`config.mk`:
```
export PLATFORM = sky130hd
export DESIGN_NAME = combo_lock_fsm
export DESIGN_NICKNAME = d
export VERILOG_FILES = /design/src/rtl/combo_lock_fsm.sv
export SDC_FILE = /design/constraint.sdc
export NUM_CORES = 1
export LEC_CHECK = 0
export BUFFER_PORTS_ARGS = -buffer_cell sky130_fd_sc_hd__buf_2
export CAP_MARGIN = 20
export CELL_PAD_IN_SITES_DETAIL_PLACEMENT = 1
export CELL_PAD_IN_SITES_GLOBAL_PLACEMENT = 1
export CORE_UTILIZATION = 24
export CTS_CLUSTER_DIAMETER = 100
export CTS_CLUSTER_SIZE = 10
export DETAILED_ROUTE_END_ITERATION = 10
export MAX_ROUTING_LAYER = met4
export PLACE_DENSITY_LB_ADDON = 0.1
export SYNTH_ARGS = -nofsm -noshare
export SYNTH_HDL_FRONTEND = slang
export SYNTH_SLANG_ARGS = --single-unit
```
`constraint.sdc`:
```
create_clock -name clk -period 6.1 [get_ports clk]
set_clock_uncertainty 0.15 [all_clocks]
set_input_delay 1.22 -clock clk [delete_from_list [all_inputs] [get_ports clk]]
set_output_delay 1.22 -clock clk [all_outputs]
set_load 0.03 [all_outputs]
```
`src/rtl/combo_lock_fsm.sv`:
```
// Parametrised keypad combination lock: edge-detected one-hot presses, fail
// counter with timed alarm lockout, optional auto-relock and in-field reprogramming.
module combo_lock_fsm #(
  parameter int unsigned NUM_BTN     = 4,
  parameter int unsigned CODE_LEN    = 3,
  parameter logic [CODE_LEN*$clog2(NUM_BTN)-1:0] RESET_CODE = 6'h27,
  parameter int unsigned MAX_FAIL    = 3,
  parameter int unsigned LOCKOUT_CYC = 8,
  parameter int unsigned UNLOCK_CYC  = 0
) (
  input  logic                            clk,
  input  logic                            rst,
  input  logic [NUM_BTN-1:0]              btn,
  input  logic                            clear,
  input  logic                            prog,
  output logic                            lock,
  output logic                            alarm,
  output logic                            prog_busy,
  output logic [$clog2(CODE_LEN+1)-1:0]   progress,
  output logic [$clog2(MAX_FAIL+1)-1:0]   fails
);

  localparam int unsigned IDX_W = $clog2(NUM_BTN);
  localparam int unsigned PW    = $clog2(CODE_LEN + 1);
  localparam int unsigned FW    = $clog2(MAX_FAIL + 1);
  localparam int unsigned LW    = (LOCKOUT_CYC > 1) ? $clog2(LOCKOUT_CYC) : 1;
  localparam int unsigned RW    = (UNLOCK_CYC > 1) ? $clog2(UNLOCK_CYC) : 1;

  localparam logic [LW-1:0] LOCKOUT_LOAD = LW'(LOCKOUT_CYC - 1);
  localparam logic [RW-1:0] RELOCK_LOAD  = RW'((UNLOCK_CYC > 0) ? UNLOCK_CYC - 1 : 0);

  typedef enum logic [1:0] {
    ENTRY    = 2'd0,
    UNLOCKED = 2'd1,
    PROGRAM  = 2'd2,
    LOCKOUT  = 2'd3
  } state_t;

  typedef logic [CODE_LEN-1:0][IDX_W-1:0] code_t;

  state_t             state_q, state_d;
  code_t              code_q, code_d;
  code_t              shadow_q, shadow_d;
  logic [PW-1:0]      prog_q, prog_d;
  logic [FW-1:0]      fails_q, fails_d;
  logic [LW-1:0]      ltmr_q, ltmr_d;
  logic [RW-1:0]      rtmr_q, rtmr_d;
  logic [NUM_BTN-1:0] btn_q;
  logic               lock_q, lock_d;
  logic               alarm_q, alarm_d;
  logic               busy_q, busy_d;

  logic               press;
  logic               valid;
  logic               last_digit;
  logic [IDX_W-1:0]   digit;
  logic [IDX_W-1:0]   cur_digit;
  logic [FW-1:0]      fails_inc;

  assign press      = (btn != '0) && (btn_q == '0);
  assign valid      = $onehot(btn);
  assign last_digit = (prog_q == PW'(CODE_LEN - 1));
  assign fails_inc  = fails_q + FW'(1);

  always_comb begin
    digit = '0;
    for (int unsigned i = 0; i < NUM_BTN; i++) begin
      if (btn[i]) digit = IDX_W'(i);
    end
  end

  always_comb begin
    cur_digit = '0;
    for (int unsigned i = 0; i < CODE_LEN; i++) begin
      if (prog_q == PW'(i)) cur_digit = code_q[i];
    end
  end

  always_comb begin
    state_d  = state_q;
    code_d   = code_q;
    shadow_d = shadow_q;
    prog_d   = prog_q;
    fails_d  = fails_q;
    ltmr_d   = ltmr_q;
    rtmr_d   = rtmr_q;

    case (state_q)
      ENTRY: begin
        if (clear) begin
          prog_d = '0;
        end else if (press) begin
          if (valid && (digit == cur_digit)) begin
            if (last_digit) begin
              state_d = UNLOCKED;
              fails_d = '0;
              prog_d  = '0;
              rtmr_d  = RELOCK_LOAD;
            end else begin
              prog_d = prog_q + PW'(1);
            end
          end else begin
            // A wrong digit only restarts entry; it is not reused as digit 0.
            prog_d  = '0;
            fails_d = fails_inc;
            if (fails_inc == FW'(MAX_FAIL)) begin
              state_d = LOCKOUT;
              ltmr_d  = LOCKOUT_LOAD;
            end
          end
        end
      end

      LOCKOUT: begin
        if (ltmr_q == '0) begin
          state_d = ENTRY;
          fails_d = '0;
          prog_d  = '0;
        end else begin
          ltmr_d = ltmr_q - LW'(1);
        end
      end

      UNLOCKED: begin
        if (clear) begin
          state_d = ENTRY;
        end else if (prog) begin
          state_d = PROGRAM;
          prog_d  = '0;
        end else if (UNLOCK_CYC > 0) begin
          if (rtmr_q == '0) state_d = ENTRY;
          else              rtmr_d  = rtmr_q - RW'(1);
        end
      end

      PROGRAM: begin
        if (clear) begin
          state_d = ENTRY;
          prog_d  = '0;
        end else if (press) begin
          if (valid) begin
            for (int unsigned i = 0; i < CODE_LEN; i++) begin
              if (prog_q == PW'(i)) shadow_d[i] = digit;
            end
            if (last_digit) begin
              // Commit includes the digit captured on this same edge.
              code_d  = shadow_d;
              state_d = UNLOCKED;
              prog_d  = '0;
              rtmr_d  = RELOCK_LOAD;
            end else begin
              prog_d = prog_q + PW'(1);
            end
          end else begin
            state_d = UNLOCKED;
            prog_d  = '0;
          end
        end
      end

      default: begin
        state_d = ENTRY;
        prog_d  = '0;
      end
    endcase

    lock_d  = !((state_d == UNLOCKED) || (state_d == PROGRAM));
    alarm_d = (state_d == LOCKOUT);
    busy_d  = (state_d == PROGRAM);
  end

  always_ff @(posedge clk) begin
    if (rst) begin
      state_q  <= ENTRY;
      code_q   <= RESET_CODE;
      shadow_q <= '0;
      prog_q   <= '0;
      fails_q  <= '0;
      ltmr_q   <= '0;
      rtmr_q   <= '0;
      btn_q    <= '1;
      lock_q   <= 1'b1;
      alarm_q  <= 1'b0;
      busy_q   <= 1'b0;
    end else begin
      state_q  <= state_d;
      code_q   <= code_d;
      shadow_q <= shadow_d;
      prog_q   <= prog_d;
      fails_q  <= fails_d;
      ltmr_q   <= ltmr_d;
      rtmr_q   <= rtmr_d;
      btn_q    <= btn;
      lock_q   <= lock_d;
      alarm_q  <= alarm_d;
      busy_q   <= busy_d;
    end
  end

  assign lock      = lock_q;
  assign alarm     = alarm_q;
  assign prog_busy = busy_q;
  assign progress  = prog_q;
  assign fails     = fails_q;

endmodule

```
Word level (Yosys, flattened, before mapping)
Cells that the tools add are included.
Storage, ports and cells
  register bits after elaboration: 28
  output and inout port bits: 7
  word-level logic and storage cells: 101
Operators by class
  $add $sub $neg: 6
  eq/ne operators: 22
  mux-type cells: 43
  bitwise gates (word level): 1
  reductions and logical operators: 15
Operators with widths (count)
  2-bit 2-to-1 mux: 33
  2-bit != test (second input constant): 8
  2-bit case mux with 4 select lines: 2
  3-bit 2-to-1 mux: 5
  5-bit AND reduction: 3
  2-bit equality test (second input constant): 6
  3-bit != test (second input constant): 3
  2-bit by 1-bit equality test with 1-bit output (second input constant): 3
  3-bit case mux with 2 select lines: 1
  6-bit AND reduction: 1
  1-bit by 1-bit adder with 2-bit output: 2
  2-bit by 1-bit adder with 2-bit output (second input constant): 2
  2-bit logical NOT: 2
  4-bit logical NOT: 1
  2-bit case mux with 2 select lines: 1
  4-bit AND reduction: 1
  4-bit nonzero test: 1
  2-bit by 2-bit adder with 3-bit output: 1
  3-bit by 1-bit equality test with 1-bit output (second input constant): 1
  3-bit logical NOT: 1
  3-bit by 1-bit subtractor with 3-bit output (second input constant): 1
  2-bit equality test: 1
  1-bit logical AND: 2
  2-bit nonzero test: 1
  4 further kinds: 4

Longest topological paths before layout
Gate-level depths: netlist of run 1.
  depth in word-level cells: 13
  mapped depth: 12
  mapped depth without buffers: 12

Worst setup path before layout of run 1
Ideal clock, no wire load.
  kind: input to register
  start: input port btn[0]
  end: register lock_q, in the netlist lock
  setup time: 0.123 ns
  arrival: 3.791 ns
  required time: 5.827 ns
  setup slack: 2.036 ns
  cell stages on the path: 12
  path through: inv_1 fa_1 inv_1 ha_1 ha_1 or3b_1 nor2_1 mux2_2 nand4_2 and3_1 ha_1 or2_2
Between the ends
  word-level cells in the longest chain between the ends: 11
  elaborated cells on any way between the ends: 17
  classes of those cells: add/sub (2); eq/ne (3); mux (7); reduce/logical (5)
Ends and longest elaborated chain
  start: declaration: line 13  | input logic [NUM_BTN-1:0] btn,
  1-bit by 1-bit adder with 2-bit output (not written as such): line 61  | assign valid = $onehot(btn);
  2-bit by 2-bit adder with 3-bit output (not written as such): line 61
  3-bit by 1-bit equality test with 1-bit output: line 61
  1-bit logical AND: line 93  | if (valid && (digit == cur_digit)) begin
  2-bit 2-to-1 mux: line 93
  2-bit 2-to-1 mux: line 92  | end else if (press) begin
  2-bit 2-to-1 mux: line 90  | if (clear) begin
  2-bit case mux with 4 select lines (*): line 88  | case (state_q)
  2-bit by 1-bit equality test with 1-bit output / 2-bit equality test (equally long branches): line 167  | lock_d = !((state_d == UNLOCKED) || (state_d == PROGRAM));
  1-bit logical OR (*): line 167
  1-bit logical NOT (*): line 167
  net lock_d: line 49  | logic lock_q, lock_d;
  end signal: assignment: line 194  | lock_q <= lock_d;
  end: declaration: line 49
Mark *: on every way through the listed nets, which the timed path passes. The rest lies on a longest branch.
A chain may end at the register's enable or synchronous reset.

Worst setup path after layout of run 1
  start: input port btn[3]
  end: register lock_q, in the netlist lock
The elaborated chain is that of the path after synthesis.

==> impl_metrics.json, run 1 <==
{
  "setup_ws_ps": 2050,
  "crit_path_max_fanout": 5,
  "power_density_nw_per_um2": 189,
  "post-route-min-period_ps": 4050,
  "hold_viol": 0,
  "grt_pass1_wl_um": 6430,
  "wl_um": 3880,
  "start_kind": "input port",
  "post_cts_buffers": 0,
  "fin_area_sq_um": 1680,
  "core_area_sq_um": 5960,
  "worst-setup-path-type": "input port to flop",
  "avgSynthCellArea_sq_um": 8.52,
  "rows": 28,
  "globalplace.congestion": 0.806,
  "whs_ps": 318,
  "crit_required_ps": 6110,
  "diodes": 0,
  "grt_use_total": 0.133,
  "syn_to_final_growth_pct": 12.1,
  "post-route-util": 0.282,
  "grt_overflow": 0,
  "cts_tree": "built",
  "synthArstFlopShare": 0,
  "initial_utilization": 0.252,
  "r2r_slack_ps": 3470,
  "yosysTopAreaCellShare": 0.347,
  "clock-sinks": 26,
  "cts_buffers": 3,
  "post-place-cells": 257,
  "h-tree-depth": 1,
  "cts-root-buf": "clkbuf_8",
  "io_buffers": 14,
  "ys_types": 50,
  "vdd_drop_max_v": 0.0000827,
  "clk_pin_slew_worst_paths_ps": 100,
  "synthFlopType": "dfxtp_1",
  "cts_resized": 0,
  "dieArea_sq_um": 6570,
  "ys_seq_area_frac": 0.347,
  "place_ws_ps": 1780,
  "cp.arrival_ps": 4060,
  "status": "finished, final reports clean",
  "hold_buffers": 0,
  "worst_r2r_path_depth": 7,
  "avgViaCountPerCell": 4.96,
  "antenna_left": 0,
  "via_count": 1295,
  "dp_hpwl_um": 2970,
  "grt_pass1_vias": 1333,
  "final_max_slew_viol_count": 0,
  "stdcell_count": 261,
  "synthTopCellsByArea": "dfxtp_1, ha_1, mux2i_1, nand2_1, a21oi_1",
  "hold_depth": 2,
  "cap_violations": 0,
  "fillers": 725,
  "finish.net_count": 204,
  "rsz0062_at_grt": "false",
  "post-route-drc-count": 0,
  "antenna_found_initial": 0,
  "ys_ff_latch": 26,
  "dr.pass1.iters": 4,
  "relSlewSlack": 0.641,
  "die_w_um": 81.0,
  "place_area_sq_um": 1630,
  "cp-end-kind": "flop",
  "ys.warnings.count": 0,
  "yosys.area.top_type": "dfxtp_1",
  "setup_tns_ps": 0,
  "syn-num-nets": 193,
  "insertion_delay_ps": 270,
  "leakagePower_nw": 0.623,
  "drive_gt1_frac": 0.151,
  "p_total_mw": 0.317,
  "hp-class": "flop to flop",
  "dr.first_iter.drc_count": 45,
  "cts_buffer_depth": 2,
  "post-route-period-util": 0.664,
  "die_h_um": 81.0,
  "syn_inst": 176,
  "fmax_ghz": 0.247,
  "synth_edf_count": 0,
  "tightest_slew_ps": 538,
  "grt_max_degree": 20,
  "ios": 15,
  "syn_area_sq_um": 1500,
  "wl_per_cell_um": 14.8,
  "setup_viol": 0
}
==> final timing paths <==
check / start / to
worst max-delay path: btn[3] / lock$_SDFF_PP1_
worst min-delay path: shadow_q[3]$_SDFFE_PP0P_ / code_q[3]$_SDFFE_PP0P_
worst max register to register: btn_q[3]$_SDFF_PP1_ / lock$_SDFF_PP1_
worst min register to register: shadow_q[3]$_SDFFE_PP0P_ / code_q[3]$_SDFFE_PP0P_
==> layout make-up <==
class	instances	area, sq um	share of cell area
multi-input combinational	130	896	0.533
sequential	26	520	0.310
inverter	12	45.0	0.0268
clock buffer	4	55.1	0.0328
tap	75	93.8	0.0558
timing repair buffer	14	70.1	0.0417
==> state kept, by name, summed over array words and instances (netlist names) <==
| signal | cells |
|---|---|
| prog_busy | 1 |
| progress | 2 |
| state_q | 2 |
| code_q | 6 |
| lock | 1 |
| btn_q | 4 |
| fails | 2 |
| shadow_q | 4 |
| alarm | 1 |
| ltmr_q | 3 |
==> cell families after synthesis <==
logic type | after synthesis | share of synthesized area
fa+ha+maj | 9 | 0.0801
compound gates | 45 | 0.212
flops | 26 | 0.347
xor+xnor | 2 | 0.0117
buf+inv | 20 | 0.0551
simple gates | 67 | 0.246
mux | 7 | 0.0476
==> report_power, final <==
| group | internal (mW) | switching (mW) |
|---|---|---|
| Clock | 0.0577 | 0.0561 |
| Sequential | 0.171 | 0.000644 |
| Combinational | 0.0108 | 0.0207 |
| Total | 0.239 | 0.0775 |
==> metal layers <==
layer,share of wire,wire length (um),track usage,vias up
met3,0.027,103,0.0236,2
met5,0,0,-,-
li1,-,-,-,652
met2,0.52,2000,0.245,15
met1,0.45,1740,0.147,626
met4,0.0070,27,0.0321,0
==> cells in the final DEF (no fill, tap or decap), types with 2 or more instances in the layout <==
cell type   n
dfxtp_1    26
nand2_1    15
buf_2      14
nor2_1     12
inv_1      12
nand3_1     9
a21oi_1     9
ha_1        8
mux2i_1     6
o21ai_1     5
nor2b_1     4
o21ai_0     4
nand2b_1    4
o31ai_1     4
nor3_1      4
clkbuf_8    4
nor3b_1     3
a31oi_1     3
and2_1      2
or3b_1      2
o2bb2ai_1   2
xnor2_1     2
o21a_1      2
o211ai_1    2
o41ai_1     2
o22ai_1     2
or2_2       2
==> critical path, stage by stage <==
cell and delay [ps]:
buf_2 120, inv_1 90, fa_1 480, inv_1 40
ha_1 170, ha_1 280, or3b_1 400, nor2_1 160
mux2_2 240, nand2_1 90, a31o_1 260, ha_1 260
or2_2 270
==> synth_stat cells (2+ instances only) <==
master / n
xnor2_1: 2
nor3b_1: 3
ha_1: 8
o22ai_1: 2
and2_1: 2
o21a_1: 2
nor3_1: 4
o211ai_1: 2
nand2b_1: 4
o2bb2ai_1: 2
clkbuf_1: 4
o21ai_0: 4
a21oi_1: 9
o31ai_1: 4
dfxtp_1: 26
nand2_1: 15
a31oi_1: 3
o21ai_1: 5
nand3_1: 9
or2_2: 2
or3b_1: 2
inv_1: 12
mux2i_1: 6
o41ai_1: 2
nor2b_1: 4
buf_2: 3
nor2_1: 12
No activity file was read; power rests on OpenSTA's default activity.
==> run 2: changes to the inputs <==
Clock period 6.1 ns to 3.97 ns, I/O delays scaled along.
==> impl_metrics.json, run 2 (synthesized netlist as in run 1, its figures left out) <==
{
  "hold_depth": 2,
  "crit_path_max_fanout": 5,
  "syn_to_final_growth_pct": 12.6,
  "cts-root-buf": "clkbuf_8",
  "post_cts_buffers": 0,
  "io_buffers": 14,
  "dr.pass1.iters": 3,
  "rows": 28,
  "worst-setup-path-type": "input port to flop",
  "cpMostUsedCell": "ha_1",
  "relSlewSlack": 0.631,
  "place_area_sq_um": 1630,
  "power_density_nw_per_um2": 291,
  "top_regs": "code_q (6), btn_q (4), shadow_q (4)",
  "antenna_left": 0,
  "r2r_slack_ps": 1350,
  "cts_tree": "built",
  "status": "finished, final reports clean",
  "min_to": "code_q[0]$_SDFFE_PP1P_",
  "grt_use_total": 0.130,
  "clk_pin_slew_worst_paths_ps": 100,
  "avgViaCountPerCell": 4.97,
  "clock-sinks": 26,
  "cap_violations": 0,
  "rr_startpoint": "progress[1]$_SDFFE_PP0P_",
  "r2r_end": "lock$_SDFF_PP1_",
  "hold_viol": 0,
  "layout_common_cells": "dfxtp_1, nand2_1, buf_2",
  "finish.net_count": 205,
  "cpMaxStageDelayCell": "fa_1",
  "post-route-util": 0.283,
  "whs_ps": 332,
  "core_area_sq_um": 5960,
  "wl_per_cell_um": 14.9,
  "setup_tns_ps": 0,
  "max_stage_delay_ps": 540,
  "tightest_slew_ps": 552,
  "cts_resized": 0,
  "start_kind": "input port",
  "cp.arrival_ps": 3650,
  "die_h_um": 81.0,
  "leakagePower_nw": 0.629,
  "worst_r2r_path_depth": 7,
  "mostFrequentLayoutCell": "dfxtp_1",
  "grt_pass1_wl_um": 6280,
  "ios": 15,
  "place_ws_ps": 39.8,
  "diodes": 0,
  "cp_cell_sequence": "buf_2, inv_1, fa_1, inv_1, ha_1, ha_1, or3b_1, nor2_1, mux2_2, nand2_1, a31o_1, ha_1, or2_2",
  "fin_area_sq_um": 1690,
  "antenna_found_initial": 0,
  "grt_pass1_vias": 1279,
  "largest_reg_flops": 6,
  "drive_gt1_frac": 0.155,
  "via_count": 1303,
  "crit_required_ps": 3990,
  "hp-class": "flop to flop",
  "holdCritStartpoint": "shadow_q[0]$_SDFFE_PP0P_",
  "dieArea_sq_um": 6570,
  "p_total_mw": 0.492,
  "dp_hpwl_um": 2980,
  "post-route-min-period_ps": 3630,
  "setup_viol": 0,
  "dr.first_iter.drc_count": 38,
  "rsz0062_at_grt": "false",
  "setup_ws_ps": 339,
  "initial_utilization": 0.252,
  "fillers": 732,
  "stdcell_count": 262,
  "cts_buffers": 3,
  "post-place-cells": 258,
  "die_w_um": 81.0,
  "final_max_slew_viol_count": 0,
  "vdd_drop_max_v": 0.000195,
  "cp-end-kind": "flop",
  "h-tree-depth": 1,
  "grt_max_degree": 20,
  "globalplace.congestion": 0.799,
  "insertion_delay_ps": 270,
  "fmax_ghz": 0.275,
  "regMostFlops": "code_q",
  "wl_um": 3890,
  "post-route-drc-count": 0,
  "post-route-period-util": 0.915,
  "cts_buffer_depth": 2,
  "grt_overflow": 0,
  "hold_buffers": 0
}
run 2: cell types whose count changed in the layout (fill, tap and decap cells not counted), sizes merged:
cell	change
buf	+1
run 2: final cells by class:
| class | instances | area [sq um] | area share |
|---|---|---|---|
| repair buffers | 15 | 77.6 | 0.0460 |
| multi-input cells | 130 | 896 | 0.531 |
| inverters | 12 | 45.0 | 0.0267 |
| well taps | 75 | 93.8 | 0.0556 |
| flip-flops and latches | 26 | 520 | 0.308 |
| clock buffers | 4 | 55.1 | 0.0326 |
run 2: worst max-delay path by stage:
stage	from	to	slack (ps)	cells past startpoint
after detailed placement	btn[0]	lock$_SDFF_PP1_	40	13
after floorplan	btn[0]	lock$_SDFF_PP1_	330	12
after global routing	btn[0]	lock$_SDFF_PP1_	190	13
after global placement	btn[0]	lock$_SDFF_PP1_	120	13
after CTS	btn[0]	lock$_SDFF_PP1_	350	13
final	btn[0]	lock$_SDFF_PP1_	340	13
run 2: report_power, final:
part           total (mW)  switching [mW]  internal (mW)
Combinational      0.0519          0.0329         0.0189
Clock               0.176          0.0875         0.0887
Sequential          0.264         0.00104          0.263
run 2: critical path, delay by kind of cell:
family	cells	cell delay, ps
AO/OA/AOI/OAI	1	260
adder cells (fa/ha/maj)	4	1250
buffers and inverters	3	190
multiplexers	1	240
AND/OR/NAND/NOR	4	910
run 2: per-layer routing:
metal  wire length (um)  vias to the layer above  GRT usage
li1                   -                      652          -
met1               1820                      637      0.150
met2               1970                       12      0.229
met3                 89                        2     0.0281
met4                 21                        0     0.0268
met5                  0                        -          -
